--- config.mk ---
export PLATFORM = sky130hd
export DESIGN_NAME = inst_mem_boot
export DESIGN_NICKNAME = d
export VERILOG_FILES = /design/src/rtl/inst_mem_boot.sv
export SDC_FILE = /design/constraint.sdc
export NUM_CORES = 2
export LEC_CHECK = 0
export BUFFER_PORTS_ARGS = -buffer_cell sky130_fd_sc_hd__buf_4
export CAP_MARGIN = 20
export CORE_ASPECT_RATIO = 0.7
export CORE_UTILIZATION = 65
export CTS_BUF_LIST = sky130_fd_sc_hd__clkbuf_4
export DETAILED_ROUTE_END_ITERATION = 10
export PLACE_DENSITY = 0.92
export SYNTH_ARGS = -nofsm -noshare
export SYNTH_HDL_FRONTEND = slang
export SYNTH_SLANG_ARGS = --single-unit
--- constraint.sdc ---
create_clock -name clk -period 4.4 [get_ports clk]
set_input_delay 0.88 -clock clk [delete_from_list [all_inputs] [get_ports clk]]
set_output_delay 0.88 -clock clk [all_outputs]
set_load 0.005 [all_outputs]
--- src/rtl/inst_mem_boot.sv ---
// Bootloadable instruction memory: valid/ready load port fills words from address 0, then 1-cycle registered fetch.
// load_ready is a pure state decode (no path from load_valid); fetch never stalls and accepts a request every cycle.
module inst_mem_boot #(
    parameter int DATA_W = 32,
    parameter int ADDR_W = 6
) (
    input  logic              clk,
    input  logic              rst_n,
    input  logic              load_start,
    input  logic [ADDR_W:0]   load_count,
    input  logic              load_valid,
    input  logic [DATA_W-1:0] load_data,
    output logic              load_ready,
    output logic              load_done,
    output logic              busy,
    input  logic              fetch_en,
    input  logic [31:0]       fetch_addr,
    output logic [DATA_W-1:0] inst,
    output logic              inst_valid,
    output logic              fetch_err
);
    localparam int DEPTH = 1 << ADDR_W;
    localparam logic [ADDR_W:0] DEPTH_CNT = {1'b1, {ADDR_W{1'b0}}};

    typedef enum logic [1:0] {EMPTY, LOAD, RUN} state_t;

    state_t            state, state_nxt;
    logic [ADDR_W-1:0] wptr, wptr_nxt;
    logic [ADDR_W:0]   cnt, cnt_nxt;
    logic              done_nxt;
    logic              mem_we;
    logic              fetch_ok;
    logic              addr_bad;
    logic [DATA_W-1:0] mem [DEPTH];

    always_ff @(posedge clk or negedge rst_n) begin
        if (!rst_n) begin
            state     <= EMPTY;
            wptr      <= '0;
            cnt       <= '0;
            load_done <= 1'b0;
        end else begin
            state     <= state_nxt;
            wptr      <= wptr_nxt;
            cnt       <= cnt_nxt;
            load_done <= done_nxt;
        end
    end

    // A restart always wins over a handshake in the same cycle, so its word is dropped.
    always_comb begin
        state_nxt = state;
        wptr_nxt  = wptr;
        cnt_nxt   = cnt;
        done_nxt  = 1'b0;
        mem_we    = 1'b0;
        if (load_start) begin
            state_nxt = LOAD;
            wptr_nxt  = '0;
            cnt_nxt   = (load_count > DEPTH_CNT) ? DEPTH_CNT : load_count;
        end else if (state == LOAD) begin
            if (cnt == '0) begin
                state_nxt = RUN;
                done_nxt  = 1'b1;
            end else if (load_valid) begin
                mem_we   = 1'b1;
                wptr_nxt = wptr + 1'b1;
                if ({1'b0, wptr} == cnt - 1'b1) begin
                    state_nxt = RUN;
                    done_nxt  = 1'b1;
                end
            end
        end
    end

    assign load_ready = (state == LOAD);
    assign busy       = (state == LOAD);

    // Array is deliberately left out of reset so a reset does not wipe the program.
    always_ff @(posedge clk) begin
        if (mem_we) begin
            mem[wptr] <= load_data;
        end
    end

    assign fetch_ok = fetch_en && (state == RUN);
    assign addr_bad = (fetch_addr[1:0] != 2'b00) || (fetch_addr[31:ADDR_W+2] != '0);

    always_ff @(posedge clk or negedge rst_n) begin
        if (!rst_n) begin
            inst       <= '0;
            inst_valid <= 1'b0;
            fetch_err  <= 1'b0;
        end else begin
            inst_valid <= fetch_ok;
            fetch_err  <= fetch_ok && addr_bad;
            if (fetch_ok) begin
                inst <= addr_bad ? '0 : mem[fetch_addr[ADDR_W+1:2]];
            end
        end
    end
endmodule
== Word-level counts from Yosys, hierarchy flattened ==
Memories as Yosys holds them, arrays and structs flattened.
Cells that the tools add are included.
W data, S select, Z words.
Operators by class
  add/sub/neg operators: 2
  order comparisons: 1
  eq/ne operators: 4
  multiplexer cells: 22
  reductions and logical operators: 12
Operator list (number)
  $mux W32: 1
  $mux W6: 4
  $reduce_bool A24 Y1: 1
  $mux W1: 11
  $mux W2: 5
  $eq A6 B7 Y1: 1
  $gt A7 B7 Y1 const B: 1
  $logic_not A7 Y1: 1
  $mux W7: 1
  $sub A7 B1 Y7 const B: 1
  $add A6 B1 Y6 const B: 1
  $reduce_and A3 Y1: 2
  $reduce_bool A2 Y1: 3
  $reduce_bool A3 Y1: 2
  $eq A2 B1 Y1 const B: 1
  $eq A2 B2 Y1 const B: 1
  $logic_and A1 B1 Y1: 2
  $ne A2 B2 Y1 const B: 1
  $logic_or A1 B1 Y1: 1
Word-level totals
  register bits after elaboration: 50
  bits in writable memories: 2048
  input port bits: 76
  output and inout port bits: 37
  logic and storage cells: 49
  memories: 1
Memory list
  mem: words 64, bits a word 32, rd ports 1, clocked after Yosys merged registers in 0, wr ports 1, RTL line 34  | logic [DATA_W-1:0] mem [DEPTH];

== Longest topological paths before layout ==
  word-level depth: 7
  gate-level depth with buffers: 10
  depth with buffers taken out: 8

== Worst setup path after synthesis ==
Ideal clock, no wire load.
  path type: input to register
  from: in load_valid
  to: mem mem[62][0], enable pin
  setup time: 0.421 ns
  data arrival time: 3.092 ns
  data required time: 3.979 ns
  setup slack: 0.887 ns
  stages: 5
  buffers on the path: 0
  cells stage by stage: nand3b_1 > a31oi_1 > and3_1 > nand2_1 > nor2_1
Between the ends
  longest elaborated chain between the ends: 6
Ends and longest elaborated chain
  start, declared: RTL line 11  | input logic load_valid,
  $mux W1: RTL line 65  | end else if (load_valid) begin
  $mux W1: RTL line 62  | if (cnt == '0) begin
  $mux W1: RTL line 61  | end else if (state == LOAD) begin
  $mux W1: RTL line 57  | if (load_start) begin
  $mux W1: RTL line 81  | if (mem_we) begin
  $mux W1 (implied by the code): RTL line 82  | mem[wptr] <= load_data;
  end, declared: RTL line 34
Every way passes these cells.

== Worst setup path in the final report ==
  from: reg cnt[0]
  to: mem mem[34][27], enable pin
Between the ends
  longest elaborated chain between the ends: 6
Ends and longest elaborated chain
  start, declared: RTL line 29  | logic [ADDR_W:0] cnt, cnt_nxt;
  start signal, assigned: RTL line 45  | cnt <= cnt_nxt;
  $logic_not A7 Y1: RTL line 62
  $mux W1: RTL line 62
  $mux W1: RTL line 61
  $mux W1: RTL line 57
  $mux W1: RTL line 81
  $mux W1 (implied by the code): RTL line 82
Every way passes these cells.

==> qor.yml <==
worst_hold_path:
  hp-class: "primary input to flip-flop"
  hold_start: "load_data[9]"
detailed_routing:
  dr.pass1.iters: 9
  final_antenna_net_count: 0
  vias: 47038
  drt-vias-per-instance: 7.57
  drc: 0
  drt_iter0_drc: 10099
  avgRoutedWirePerCell_um: 39.8
  wirelength_mm: 247
layout:
  final_nets: 4308
  fin_util_pct: 73.5
  drive_above_1_share_pct: 31.7
  syn_to_final_growth_pct: 11.9
synth:
  synth_cell_type_count: 56
  synth-edff-count: 2048
  syn_avg_cell_area_um2: 21.5
  ys_top_cells_by_count: "edfxtp_1 (2,048), mux4_2 (387), mux2i_1 (254)"
  synth_cells: 3735
  yosysTopAreaCell: "edfxtp_1"
  synth_area_leaders: "edfxtp_1 (77%), mux4_2 (11%), mux2i_1 (3.2%), dfrtp_1 (1.6%), a22oi_1 (1.3%)"
  synthArstFlopShare_pct: 2.38
  yosysMostFrequentCell: "edfxtp_1"
  yosysWarnings: 0
  synth_fp_nets: 3814
  synthesis.area_mm2: 0.0801
  ys_ff_latch: 2098
  synth-seq-area-share_pct: 78.3
  synth_top_area_share_pct: 76.7
  synth_ff_type: "edfxtp_1"
worst_setup_path:
  r2r-start: "cnt[0]$_DFFE_PN0P_"
  start_kind: "flip-flop"
  required_ps: 5370
  worstPathMaxFanout: 13
  worstSetupStartpoint: "cnt[0]$_DFFE_PN0P_"
  crit_arrival_ps: 4700
  crit_path_end_kind: "flip-flop"
  worstSetupPathType: "flip-flop to flip-flop"
global_routing:
  antenna_found_initial: 4
  grt_pass1_vias: 46932
  grt_pass1_wl_mm: 345
  grt_max_degree: 97
  grt_usage_pct: 39.9
  grt_overflow: 0
power:
  p_seq_share_pct: 55.6
  intPower_w: 0.0301
  peakVddDrop_mv: 0.397
  leakagePower_nw: 29.2
  p_clk_share_pct: 39.3
  power.switching_w: 0.00950
  cellPowerDensity_mw_per_mm2: 441
  p_sw_share_pct: 24.0
  p_comb_share_pct: 5.1
placed_design:
  io_buffers: 112
  dp_hpwl_mm: 127
  finalWeightedCongestion: 0.884
clock_network:
  clock-sinks: 2098
  cts_tree: "yes"
  clockBufferDepth: 4
  cts_setup_buffers: 0
  clk_latency_ps: 1410
  clk_pin_slew_ps: 100
  cts_root_buf: "clkbuf_4"
  cts_buffers: 452
  cts_max_level: 5
  cts_resized: 0
sta:
  fmax_mhz: 268
  fin_crit_sh_pct: 84.8
  finClkSkew_ps: 128
  setup-violations-final: 0
  slew_headroom_pct: 18.3
  fin_setup_tns_ps: 0
  grt_setup_unrepaired: "false"
  worst_slew_pin_slew_ps: 1220
  fin_crit_ps: 3730
  drv_slew: 0
  finalHoldViolations: 0
floorplanning:
  fp.dieArea_mm2: 0.125
  ios: 113
  core-area_mm2: 0.122
  fp.dieH_um: 296
  die_w_um: 422
  start_util_pct: 65.7
  rows: 107
run:
  maxCapViolCount: 0
status:
  outcome: "completed"
==> cells by family (layout without fill, tap and decap cells) <==
logic type / Yosys count / in the layout / share of synthesized area [%]
AO/OA/AOI/OAI: 463 / 463 / 4.10
AND/OR/NAND/NOR: 287 / 287 / 1.68
XOR/XNOR: 12 / 12 / 0.131
buffers and inverters: 230 / 1072 / 1.67
flip-flops: 2098 / 2098 / 78.3
multiplexers: 642 / 642 / 14.1
other: 0 / 4 / 0
adder cells (fa/ha/maj): 3 / 3 / 0.0468
==> cells in the final DEF (no fill, tap or decap), drive strengths merged, types with 9 or more instances in the layout <==
| cell | Yosys | layout |
|---|---|---|
| clkbuf | 74 | 716 |
| mux2i | 254 | 254 |
| nand3 | 23 | 23 |
| a22oi | 139 | 139 |
| clkinv | 0 | 79 |
| mux4 | 387 | 387 |
| o31ai | 15 | 15 |
| a211oi | 98 | 98 |
| o221ai | 32 | 32 |
| nand2 | 113 | 113 |
| dfrtp | 50 | 50 |
| nand3b | 9 | 9 |
| o22ai | 99 | 99 |
| edfxtp | 2048 | 2048 |
| a21oi | 34 | 34 |
| o21ai | 21 | 21 |
| buf | 149 | 243 |
| nor2 | 81 | 81 |
| inv | 7 | 12 |
| nand4 | 20 | 20 |
| dlygate4sd3 | 0 | 19 |
| a22o | 17 | 17 |
==> worst paths after layout <==
kind / endpoint / slack (ps) / depth (start not counted)
worst max-delay path: mem[34][27]$_DFFE_PP_ / 670 / 8
worst min-delay path: mem[4][9]$_DFFE_PP_ / 50 / 1
worst max register to register: mem[34][27]$_DFFE_PP_ / 670 / 8
worst min register to register: inst[2]$_DFFE_PN0P_ / 640 / 2
max in group asynchronous: cnt[1]$_DFFE_PN0P_ / 3210 / 2
min in group asynchronous: fetch_err$_DFF_PN0_ / 330 / 2
==> worst max-delay path: stages (launching register included) <==
cell	delay, ps
dfrtp_1	500
inv_1	140
ha_1	280
nand3_1	140
nand3_1	170
nor3b_1	310
nand2_1	610
nor2_4	790
buf_4	360
==> area by class of cell <==
type                    instances  area (µm²)
diodes                          4        10.0
clock buffers                 715        5370
clock inverters                87         397
fillers                      5820       32300
inverters                       7        26.3
multi-input cells            1407       16600
flip-flops and latches       2098       62800
well taps                    1635        2050
repair buffers                263        2480
==> through the flow <==
stage | power [W] | hold WS (ps) | setup slack [ps] | cells | area, µm²
floorplan | 0.0234 | 463 | 887 | 3735 | 80100
global placement | 0.0242 | 552 | 670 | 5391 | 83700
detailed placement | 0.0243 | 543 | 555 | 5391 | 83700
CTS | 0.0393 | 2.29 | 810 | 6212 | 89600
global route | 0.0403 | 74.7 | 659 | 6214 | 89600
finish | 0.0396 | 48.9 | 668 | 6216 | 89600
==> power by group through the flow <==
| stage | logic (W) | registers [W] | clock network, W |
|---|---|---|---|
| CTS | 0.00191 | 0.0220 | 0.0154 |
| global placement | 0.00173 | 0.0224 | 0 |
| floorplan | 0.00101 | 0.0224 | 0 |
| detailed placement | 0.00184 | 0.0224 | 0 |
| global route | 0.00201 | 0.0220 | 0.0163 |
| finish | 0.00201 | 0.0220 | 0.0155 |
==> state kept, by name, indices dropped and copies added (netlist names) <==
name / flops
mem: 2048
state: 2
inst: 32
wptr: 6
load_done: 1
inst_valid: 1
cnt: 7
fetch_err: 1
==> repair_timing <==
item                                    4_1_cts  5_1_grt
hold endpoints to repair                    104        0
hold buffers                                 19        0
endpoints found under the setup margin        0        0
==> routing by layer <==
metal	part of all wire, %	vias to the layer above	track usage [%]	wire (µm)
met4	8.4	4	26.9	20800
met1	29	22428	49.7	71000
met5	0.051	-	0.644	127
met2	46	6234	61.1	113000
met3	17	1398	12.4	42800
li1	-	16974	-	-
No activity file was read; power rests on OpenSTA's default activity.
